`config.mk`:
```
export PLATFORM = sky130hd
export DESIGN_NAME = shift_reg_n
export DESIGN_NICKNAME = d
export VERILOG_FILES = /design/src/rtl/shift_reg_n.sv
export SDC_FILE = /design/constraint.sdc
export NUM_CORES = 1
export LEC_CHECK = 0
export ABC_AREA = 0
export BUFFER_PORTS_ARGS = -buffer_cell sky130_fd_sc_hd__buf_2
export CAP_MARGIN = 20
export CORE_UTILIZATION = 42
export DETAILED_ROUTE_END_ITERATION = 16
export PLACE_DENSITY = 0.85
export RECOVER_POWER = 50
export REMOVE_ABC_BUFFERS = 1
export SKIP_LAST_GASP = 1
export SYNTH_ARGS = -nofsm -noshare
export SYNTH_HDL_FRONTEND = slang
export SYNTH_SLANG_ARGS = --single-unit
```
`constraint.sdc`:
```
create_clock -name clk -period 1.49 [get_ports clk]
set_clock_uncertainty 0.05 [all_clocks]
set_input_delay 0.3725 -clock clk [delete_from_list [all_inputs] [get_ports clk]]
set_output_delay 0.3725 -clock clk [all_outputs]
set_load 0.01 [all_outputs]
```
`src/rtl/shift_reg_n.sv`:
```
// shift_reg_n: WIDTH-bit D flip-flop bank with synchronous reset, clock enable,
// parallel load, shift, rotate, arithmetic shift and clear, plus serial taps.
`default_nettype none

module shift_reg_n #(
  parameter int unsigned           WIDTH       = 8,
  parameter logic [WIDTH-1:0]      RESET_VALUE = {WIDTH{1'b0}}
) (
  input  logic             clk,
  input  logic             reset,
  input  logic             en,
  input  logic [2:0]       mode,
  input  logic [WIDTH-1:0] d,
  input  logic             sin_l,
  input  logic             sin_r,
  output logic [WIDTH-1:0] q,
  output logic [WIDTH-1:0] q_bar,
  output logic             sout_l,
  output logic             sout_r
);

  localparam logic [2:0] MODE_HOLD = 3'b000;
  localparam logic [2:0] MODE_LOAD = 3'b001;
  localparam logic [2:0] MODE_SHL  = 3'b010;
  localparam logic [2:0] MODE_SHR  = 3'b011;
  localparam logic [2:0] MODE_ROL  = 3'b100;
  localparam logic [2:0] MODE_ROR  = 3'b101;
  localparam logic [2:0] MODE_ASR  = 3'b110;
  localparam logic [2:0] MODE_CLR  = 3'b111;

  logic [WIDTH-1:0] q_r;
  logic [WIDTH-1:0] q_next;
  logic [WIDTH-1:0] shl_val;
  logic [WIDTH-1:0] shr_val;
  logic [WIDTH-1:0] rol_val;
  logic [WIDTH-1:0] ror_val;
  logic [WIDTH-1:0] asr_val;

  // A single bit has no neighbours: shifts take the serial input, rotates hold.
  generate
    if (WIDTH > 1) begin : g_wide
      assign shl_val = {q_r[WIDTH-2:0], sin_l};
      assign shr_val = {sin_r, q_r[WIDTH-1:1]};
      assign rol_val = {q_r[WIDTH-2:0], q_r[WIDTH-1]};
      assign ror_val = {q_r[0], q_r[WIDTH-1:1]};
      assign asr_val = {q_r[WIDTH-1], q_r[WIDTH-1:1]};
    end else begin : g_single
      assign shl_val = sin_l;
      assign shr_val = sin_r;
      assign rol_val = q_r;
      assign ror_val = q_r;
      assign asr_val = q_r;
    end
  endgenerate

  always_comb begin
    q_next = q_r;
    case (mode)
      MODE_HOLD: q_next = q_r;
      MODE_LOAD: q_next = d;
      MODE_SHL:  q_next = shl_val;
      MODE_SHR:  q_next = shr_val;
      MODE_ROL:  q_next = rol_val;
      MODE_ROR:  q_next = ror_val;
      MODE_ASR:  q_next = asr_val;
      MODE_CLR:  q_next = {WIDTH{1'b0}};
      default:   q_next = q_r;
    endcase
  end

  always_ff @(posedge clk) begin
    if (reset) begin
      q_r <= RESET_VALUE;
    end else if (en) begin
      q_r <= q_next;
    end
  end

  assign q      = q_r;
  assign q_bar  = ~q_r;
  assign sout_l = q_r[WIDTH-1];
  assign sout_r = q_r[0];

endmodule

`default_nettype wire

```
==> qor.csv <==
stage,metric,value,unit
cells_and_area,Area Growth Syn to Fin,33.3,%
logic_synthesis,number of distinct library cells after synthesis,25,
timing,fmax,743,MHz
floorplan,initial core utilization,45.3,%
logic_synthesis,YS warnings,0,
timing,slew at the pin closest to its max-slew limit,369,ps
logic_synthesis,#FFs+latches synth,8,
critical_path,CP cell instances,"clkbuf_1, nand2_4, xnor2_1, a221o_1, a32o_1",
timing,total negative slack,0,ps
outcome,outcome,finished clean,
timing,Tcrit/Tclk final,90.4,%
place,hpwl dp,1260,µm
cells_and_area,number of flip-flops in the largest register,8,
timing,"Setup violations, final",0,
clock_network,clk buf depth,2,
logic_synthesis,sequential-to-total area share from yosys stat,27.2,%
place,worst slack at placement,10.4,ps
pwr,PwrDens,724,mW/mm²
logic_synthesis,cell count after synthesis,82,
logic_synthesis,synthesized area,589,µm²
detailed_routing,vias per cell,5.44,
clock_network,PostCTS Resize Cnt,0,
global_route,initial antenna violation count,0,
clock_network,clock sink total,8,
min_path,hold crit path type,primary input to flop,
detailed_routing,via count,723,
clock_network,clock root buffer,clkbuf_4,
critical_path,crit path launch type,primary input,
cells_and_area,post-layout util,60.4,%
clock_network,H-tree levels,1,
floorplan,Die Area,0.00156,mm²
critical_path,CP required,1580,ps
timing,Final Hold Fails,0,
clock_network,total CTS buffers,3,
critical_path,crit path max fanout,8,
timing,RSZ-0062 raised after global routing,false,
detailed_routing,Post-DRT Antenna Nets,0,
floorplan,# rows,13,
cells_and_area,Final #Nets,136,
critical_path,CP max-delay cell,clkbuf_1,
floorplan,Die W,39.5,µm
detailed_routing,First-pass DRT Iterations,4,
flow_run,max_cap viols,0,
critical_path,Crit Path Class,primary input to flop,
critical_path,crit path DAT,1440,ps
clock_network,# hold bufs at CTS,0,
cells_and_area,layout cells sized above 1,32.2,%
critical_path,CP bufs+invs,1,
place,PortBufs,33,
global_route,global-route wire length before repair,2530,µm
global_route,GR Overflow Total,0,
pwr,Max VDD drop,0.417,mV
place,RD Place Congestion,0.801,
critical_path,Slowest Stage Delay on Critical Path,290,ps
pwr,Leak,0.323,nW
critical_path,crit end category,flop,
critical_path,"CP delay by family, top",compound AO/OA/AOI/OAI gates,
detailed_routing,starting DRC count in detailed routing,14,
timing,final worst slack,143,ps
detailed_routing,drc violations,0,
clock_network,post-CTS setup buffer count,0,
clock_network,CTS tree,done,
global_route,total track usage,24.2,%
floorplan,IO Pins,34,
global_route,vias in the first global route,582,
timing,Worst slew margin,75.4,%
detailed_routing,final WL,1660,µm
global_route,largest net degree at the start of global routing,12,
logic_synthesis,Syn Area/Cell,7.19,µm²
pwr,total power,569,µW
timing,Tmin final,1350,ps
detailed_routing,routed len/inst,12.5,µm
clock_network,Worst-Skew Late Latency,260,ps
floorplan,Core Area,0.00130,mm²
timing,"Slew Viols, Final",0,
clock_network,"CTS clk-pin slew, worst paths",50,ps
cells_and_area,ANT cells,0,
floorplan,Die Y,39.5,µm
through the flow:
stage / hold WS [ps] / cell area [µm²] / instances
6_report: 329 / 786 / 133
5_1_grt: 351 / 786 / 133
4_1_cts: 329 / 798 / 133
3_5_place_dp: 437 / 776 / 130
3_3_place_gp: 432 / 776 / 130
2_1_floorplan: 438 / 547 / 76
placed cells by master (no fill, tap or decap), drive strengths merged, types with 2 or more instances in the layout:
master / count
a21o: 2
a21oi: 4
a221oi: 6
buf: 33
clkbuf: 9
dfxtp: 8
inv: 8
nand2: 16
nor2: 3
nor2b: 2
o21ai: 18
synthesized netlist by cell type:
master	instances	area share, %
o21ai_1	6	5.1
buf_4	3	3.8
buf_6	1	1.9
and2_1	1	1.1
o32ai_1	1	1.5
dfxtp_1	8	27
a21o_1	2	2.5
or3_4	1	1.9
o21ai_0	12	10
o221ai_1	1	1.5
buf_2	1	0.85
a21oi_4	1	2.8
nor2b_1	2	2.1
nand2_4	1	1.9
or2_1	1	1.1
a221oi_1	6	8.9
xnor2_1	1	1.5
nor2_1	3	1.9
nand2b_1	1	1.1
clkbuf_1	1	0.64
a32o_1	1	1.7
a21oi_1	3	2.5
inv_1	8	5.1
a221o_1	1	1.7
nand2_1	15	9.6
final timing paths:
| path | cells past startpoint | slack (ps) | start | end |
|---|---|---|---|---|
| worst max-delay path | 5 | 140 | mode[1] | q[0]$_SDFFE_PP0P_ |
| worst min-delay path | 2 | 330 | reset | q[7]$_SDFFE_PP0P_ |
| worst max register to register | 2 | 390 | q[7]$_SDFFE_PP0P_ | q[0]$_SDFFE_PP0P_ |
| worst min register to register | 2 | 460 | q[1]$_SDFFE_PP0P_ | q[1]$_SDFFE_PP0P_ |
kinds of logic after synthesis:
logic type / after synthesis / synth area share [%]
xor gates and xnor gates: 1 / 1.49
and+or+nand+nor: 25 / 20.6
AOI/OAI and AO/OA: 34 / 38.4
buffers and inverters: 14 / 12.3
DFF: 8 / 27.2
power by group:
group	internal [mW]	total (mW)	switching, mW	leakage [nW]
Sequential	0.226	0.243	0.0162	0.0653
Combinational	0.0719	0.159	0.0874	0.244
Clock	0.0923	0.167	0.0748	0.0138
Total	0.391	0.569	0.178	0.323
metal layers:
metal	track usage (%)	share of wire, %	vias up
met5	0	0	-
met4	7.76	1.2	0
met3	5.11	5.9	4
met2	39.3	49	31
met1	31.2	43	328
li1	-	-	360
layout make-up:
| class | instances | area [µm²] |
|---|---|---|
| multi-input cells | 60 | 352 |
| well taps | 15 | 18.8 |
| fillers | 143 | 515 |
| clock buffers | 3 | 22.5 |
| repair buffers | 39 | 203 |
| flip-flops and latches | 8 | 160 |
| inverters | 8 | 30.0 |
No activity file was read; power rests on OpenSTA's default activity.
